<file path="src/rtl/prog_loader.sv">
// rtl/prog_loader.sv - streams bytes into a 256-byte program memory while holding the CPU in reset.
// Optional feature: define PROG_LOADER_CHECKSUM_EN for a mod-256 load checksum (exp_sum / sum / sum_err).
module prog_loader (
    input  logic       i_clock,
    input  logic       i_reset,
    input  logic       i_start,
    input  logic [7:0] i_base_addr,
    input  logic [7:0] i_length,
    input  logic       i_abort,
    input  logic       i_in_valid,
    input  logic [7:0] i_in_data,
`ifdef PROG_LOADER_CHECKSUM_EN
    input  logic [7:0] i_exp_sum,
    output logic [7:0] o_sum,
    output logic       o_sum_err,
`endif
    output logic       o_in_ready,
    output logic       o_mem_wren,
    output logic [7:0] o_mem_addr,
    output logic [7:0] o_mem_data,
    output logic       o_cpu_hold,
    output logic       o_done,
    output logic [7:0] o_remaining
);

    typedef enum logic [1:0] {
        S_IDLE  = 2'd0,
        S_LOAD  = 2'd1,
        S_WRITE = 2'd2,
        S_DONE  = 2'd3
    } state_t;

    state_t     r_state;
    state_t     w_next_state;
    logic [7:0] r_ptr;
    logic [7:0] r_remaining;
    logic       r_mem_wren;
    logic [7:0] r_mem_addr;
    logic [7:0] r_mem_data;
    logic       w_start_ok;
    logic       w_handshake;
    logic       w_hold_err;

    // abort outranks both start and a byte handshake in the same cycle
    assign w_start_ok  = i_start && !i_abort && ((r_state == S_IDLE) || (r_state == S_DONE));
    assign w_handshake = (r_state == S_LOAD) && i_in_valid && !i_abort;

    always_ff @(posedge i_clock or posedge i_reset) begin
        if (i_reset) begin
            r_state <= S_IDLE;
        end else begin
            r_state <= w_next_state;
        end
    end

    always_comb begin
        w_next_state = r_state;
        if (i_abort) begin
            w_next_state = S_IDLE;
        end else begin
            case (r_state)
                S_IDLE, S_DONE: begin
                    if (i_start) begin
                        w_next_state = (i_length == 8'd0) ? S_DONE : S_LOAD;
                    end
                end
                S_LOAD: begin
                    if (i_in_valid) begin
                        w_next_state = S_WRITE;
                    end
                end
                S_WRITE: begin
                    w_next_state = (r_remaining == 8'd1) ? S_DONE : S_LOAD;
                end
                default: w_next_state = S_IDLE;
            endcase
        end
    end

    always_comb begin
        o_in_ready = (r_state == S_LOAD);
        o_done     = (r_state == S_DONE);
        o_cpu_hold = (r_state != S_DONE) || w_hold_err;
    end

    // write strobe is the registered handshake, so it lives exactly in the WRITE cycle
    always_ff @(posedge i_clock or posedge i_reset) begin
        if (i_reset) begin
            r_ptr       <= 8'd0;
            r_remaining <= 8'd0;
            r_mem_wren  <= 1'b0;
            r_mem_addr  <= 8'd0;
            r_mem_data  <= 8'd0;
        end else begin
            r_mem_wren <= w_handshake;
            if (w_handshake) begin
                r_mem_addr <= r_ptr;
                r_mem_data <= i_in_data;
            end
            if (i_abort) begin
                r_remaining <= 8'd0;
            end else if (w_start_ok) begin
                r_ptr       <= i_base_addr;
                r_remaining <= i_length;
            end else if (r_state == S_WRITE) begin
                r_ptr       <= r_ptr + 8'd1;
                r_remaining <= r_remaining - 8'd1;
            end
        end
    end

    assign o_mem_wren  = r_mem_wren;
    assign o_mem_addr  = r_mem_addr;
    assign o_mem_data  = r_mem_data;
    assign o_remaining = r_remaining;

`ifdef PROG_LOADER_CHECKSUM_EN
    logic [7:0] r_sum;
    logic [7:0] r_exp_sum;
    logic       r_sum_err;

    // a zero-length load enters DONE straight from start, so compare against the live input
    always_ff @(posedge i_clock or posedge i_reset) begin
        if (i_reset) begin
            r_sum     <= 8'd0;
            r_exp_sum <= 8'd0;
            r_sum_err <= 1'b0;
        end else begin
            if (w_start_ok) begin
                r_sum     <= 8'd0;
                r_exp_sum <= i_exp_sum;
                r_sum_err <= (i_length == 8'd0) && (i_exp_sum != 8'd0);
            end else if (w_handshake) begin
                r_sum <= r_sum + i_in_data;
            end
            if ((r_state == S_WRITE) && (w_next_state == S_DONE)) begin
                r_sum_err <= (r_sum != r_exp_sum);
            end
        end
    end

    assign o_sum      = r_sum;
    assign o_sum_err  = r_sum_err;
    assign w_hold_err = r_sum_err;
`else
    assign w_hold_err = 1'b0;
`endif

endmodule

</file>
<file path="config.mk">
export PLATFORM = sky130hd
export DESIGN_NAME = prog_loader
export DESIGN_NICKNAME = d
export VERILOG_FILES = /design/src/rtl/prog_loader.sv
export SDC_FILE = /design/constraint.sdc
export NUM_CORES = 1
export LEC_CHECK = 0
export CORE_UTILIZATION = 31
export CTS_BUF_LIST = sky130_fd_sc_hd__clkbuf_4 sky130_fd_sc_hd__clkbuf_8
export DETAILED_ROUTE_END_ITERATION = 8
export PLACE_DENSITY = 0.63
export SLEW_MARGIN = 0
export SYNTH_ARGS = -nofsm -noshare
export SYNTH_HDL_FRONTEND = slang
export SYNTH_SLANG_ARGS = --single-unit
export TNS_END_PERCENT = 1
</file>
<file path="constraint.sdc">
create_clock -name i_clock -period 2.3 [get_ports i_clock]
set_input_delay 0.575 -clock i_clock [delete_from_list [all_inputs] [get_ports i_clock]]
set_output_delay 0.575 -clock i_clock [all_outputs]
set_load 0.01 [all_outputs]
</file>
==> impl_metrics.py, run 1 <==
metrics = {
    "detailed_routing": {
        "dr.pass1.iters": 4,
        "wl_mm": 4.070,
        "drc_errors": 0,
        "vias": 1463,
        "wl_per_cell_um": 13.70,
        "drt_iter0_markers": 74,
        "antenna_left": 0,
        "top_layer_used": "met4",
        "wl_met2_mm": 1.911,
        "route.met3.wl_um": 238,
        "met1Wirelength_mm": 1.865,
        "viasPerCell": 4.926,
    },
    "worst_setup_path": {
        "cp_top_family": "buffers and inverters",
        "required_ps": 1730,
        "slowest_stage": "clkdlybuf4s50_1",
        "cp-end-kind": "output port",
        "cp_max_fo": 4,
        "crit_arrival_ps": 1590,
        "worstPathCellList": "inv_1, ha_2, clkdlybuf4s50_1",
        "path_class": "reg -> out",
        "worst-path-buf-inv": 2,
        "crit_path_start_kind": "register",
        "critPathMaxStageDelay_ps": 560,
    },
    "timing": {
        "finClkSkew_ps": 5.813,
        "tns_ps": 0,
        "hold_viol_final": 0,
        "slew_headroom": 0.6943,
        "drv_slew": 0,
        "setup_violations": 0,
        "rsz0062_at_grt": "no",
        "fmax_mhz": 462.1,
        "period_share": 0.9408,
        "period_needed_ps": 2164,
        "tightest_slew_ps": 458.6,
    },
    "status": {
        "outcome": "finished clean",
    },
    "synth": {
        "ys_top_cells_by_area": "dfrtp_1 (48%), mux2_1 (5.5%), mux2_2 (4.9%), ha_1 (4.8%), nor2_1 (3.7%)",
        "synth_edf_count": 0,
        "synth_area_um2": 1831,
        "synth_warnings": 0,
        "synth_top_area_share": 0.4785,
        "synthCells": 166,
        "async_reset_ff_frac": 1.000,
        "yosysUniqueCellTypes": 39,
        "avgSynthCellArea_um2": 11.03,
        "synth_seq_area_share": 0.4785,
        "synthFlopType": "dfrtp_1",
        "ys_ff_latch": 35,
        "synth_largest_area_cell": "dfrtp_1",
        "syn-num-nets": 202,
    },
    "power_and_ir_drop": {
        "clkPwrFrac": 0.148,
        "switching_power_w": 0.001093,
        "pwr-share-seq": 0.385,
        "switching_share": 0.3616,
        "power.internal_w": 0.001929,
        "power.total_w": 0.003022,
        "powerDensity_nw_per_um2": 1183,
        "leakage_nw": 1.051,
        "p_comb_frac": 0.467,
        "peakVddDrop_uv": 521.3,
    },
    "cts": {
        "clock_sinks": 35,
        "cts_tree": "done",
        "insertion_delay_ps": 290,
        "cts_buffers": 5,
        "clkTransAtPathRegs_ps": 70,
        "cts_resized": 0,
        "cts_root_buf": "clkbuf_8",
        "cts_max_level": 2,
        "postCtsSetupRepairBufs": 0,
        "hold_buffers": 0,
        "clockBufferDepth": 2,
    },
    "global_route": {
        "antenna_found_initial": 0,
        "grt_first_pass_wirelength_mm": 6.672,
        "grtUsageTotal": 0.1413,
        "grt_max_degree": 36,
        "grt_pass1_vias": 1385,
        "grt-ovfl-total": 0,
    },
    "finish": {
        "areaGrowthSynthToFinish_pct": 39.51,
        "drive_gt1_frac": 0.1333,
        "ff_latch_area_um2": 875.8,
        "fillCellCount": 558,
        "fin_util": 0.4554,
        "multiInputGateArea_um2": 870.8,
        "final_net_count": 260,
        "diodes": 0,
    },
    "floorplanning": {
        "die_w_um": 78.85,
        "coreArea_um2": 5608,
        "io_pins": 57,
        "num_rows": 27,
        "die_h_um": 78.85,
        "start_util": 0.3264,
        "die-area_um2": 6217,
    },
    "placed_design": {
        "gp_congestion": 0.7964,
        "io_buffers": 56,
        "hpwl_mm": 2.938,
    },
    "job": {
        "maxCapViolCount": 0,
    },
    "min_path": {
        "hold_path_class": "reg -> reg",
    },
}
[power by group through the flow]
| stage | clock network, W | registers (W) | logic [W] |
|---|---|---|---|
| 2_1_floorplan | 0 | 0.00120 | 0.000751 |
| 3_3_place_gp | 0 | 0.00117 | 0.00140 |
| 3_5_place_dp | 0 | 0.00117 | 0.00142 |
| 4_1_cts | 0.000467 | 0.00116 | 0.00142 |
| 5_1_grt | 0.000502 | 0.00121 | 0.00154 |
| 6_report | 0.000448 | 0.00116 | 0.00141 |
[path summary, 6_finish.rpt]
check | startpoint | to | slack (ps) | cells past startpoint
min in group asynchronous | i_reset | r_ptr[6] | 690 | 3
max in group asynchronous | i_reset | r_ptr[2] | 1290 | 3
setup / recovery | r_state[1] | o_in_ready | 140 | 3
hold / removal | o_mem_data[5] | o_mem_data[5] | 490 | 1
setup reg to reg | r_state[0] | o_remaining[1] | 430 | 6
hold reg to reg | o_mem_data[5] | o_mem_data[5] | 490 | 1
[cells by family (layout without fill, tap and decap cells)]
kind of cell / Yosys count / in the layout / share of synthesized area
muxes: 17 / 17 / 0.1046
AOI/OAI and AO/OA: 38 / 38 / 0.1483
buffers and inverters: 19 / 78 / 0.04716
and+or+nand+nor: 43 / 43 / 0.1401
DFF: 35 / 35 / 0.4785
xor gates and xnor gates: 7 / 7 / 0.03349
adders and majority gates: 7 / 7 / 0.04784
[worst register-to-register path, stage by stage (launching register included)]
cell and delay [ps]:
dfrtp_1 430, inv_1 70, ha_1 380, nand2_1 310
buf_4 280, nor2_1 70, a211oi_1 240
[synth_stat cells (all sizes together) (3+ instances only)]
master / count
a211oi: 9
a21oi: 8
and3: 3
buf: 7
dfrtp: 35
ha: 7
inv: 10
mux2: 17
nand2: 6
nand4: 3
nor2: 18
nor3: 5
o21ai: 7
xnor2: 4
xor2: 3
[area by class of cell]
class                   instances  share of cell area
clock inverters                 1            0.001960
repair buffers                 60              0.2313
well taps                      72             0.03528
flip-flops and latches         35              0.3430
multi-input cells             112              0.3410
inverters                      10             0.01470
clock buffers                   7             0.03283
[cell usage in the layout (no fill, tap or decap), types with 2 or more instances in the layout]
cell | Yosys | final
a41oi_1 | 2 | 2
ha_1 | 7 | 6
mux2_1 | 9 | 9
buf_4 | 0 | 4
o22a_1 | 2 | 2
nand4_1 | 3 | 3
a22oi_1 | 2 | 2
a211oi_1 | 7 | 7
nor3_1 | 5 | 5
a21oi_1 | 8 | 8
o21ai_0 | 6 | 6
inv_1 | 9 | 9
dfrtp_1 | 35 | 35
clkdlybuf4s50_1 | 0 | 56
nor4_1 | 2 | 2
and3_1 | 3 | 3
a211oi_2 | 2 | 2
a2bb2oi_1 | 2 | 2
nand2_1 | 5 | 5
xor2_1 | 3 | 3
nor2_1 | 18 | 18
xnor2_1 | 4 | 4
clkbuf_8 | 0 | 5
clkbuf_4 | 0 | 2
mux2_2 | 8 | 8
[per-layer routing]
| layer | vias to the layer above | GRT usage |
|---|---|---|
| met5 | - | 0 |
| met4 | 0 | 0.04909 |
| met3 | 5 | 0.04828 |
| met2 | 45 | 0.2243 |
| met1 | 699 | 0.1789 |
| li1 | 714 | - |
[per-stage QoR]
| stage | hold WS, ps | area, um^2 | instances | setup WS [ps] |
|---|---|---|---|---|
| after floorplan | 481.4 | 1831 | 166 | 726.4 |
| after global placement | 472.8 | 2462 | 289 | 287.7 |
| after detailed placement | 481.5 | 2462 | 289 | 273.4 |
| after CTS | 496.9 | 2551 | 297 | 70.34 |
| after global routing | 507.8 | 2554 | 297 | 55.60 |
| final | 489.3 | 2554 | 297 | 136.1 |
[sequential cells by signal (all words and copies together) (netlist names)]
signal and cells:
o_mem_addr 8, o_mem_data 8, o_remaining 8, r_ptr 8, r_state 2, o_mem_wren 1
Power figures use the tool's default switching activity.
==> inputs of run 2 (changes only) <==
--- a/config.mk
+++ b/config.mk
@@ -8,6 +8,7 @@
 export CORE_UTILIZATION = 31
 export CTS_BUF_LIST = sky130_fd_sc_hd__clkbuf_4 sky130_fd_sc_hd__clkbuf_8
 export DETAILED_ROUTE_END_ITERATION = 8
+export HOLD_SLACK_MARGIN = 0.12
 export PLACE_DENSITY = 0.63
 export SLEW_MARGIN = 0
 export SYNTH_ARGS = -nofsm -noshare
==> results of run 2 <==
No change in the layout: final DEF, timing and power equal those of run 1.
==> inputs of run 3 (changes only) <==
--- a/config.mk
+++ b/config.mk
@@ -10,6 +10,7 @@
 export DETAILED_ROUTE_END_ITERATION = 8
 export HOLD_SLACK_MARGIN = 0.12
 export PLACE_DENSITY = 0.63
+export SKIP_LAST_GASP = 1
 export SLEW_MARGIN = 0
 export SYNTH_ARGS = -nofsm -noshare
 export SYNTH_HDL_FRONTEND = slang
==> results of run 3 <==
No change in the layout: final DEF, timing and power equal those of run 1.
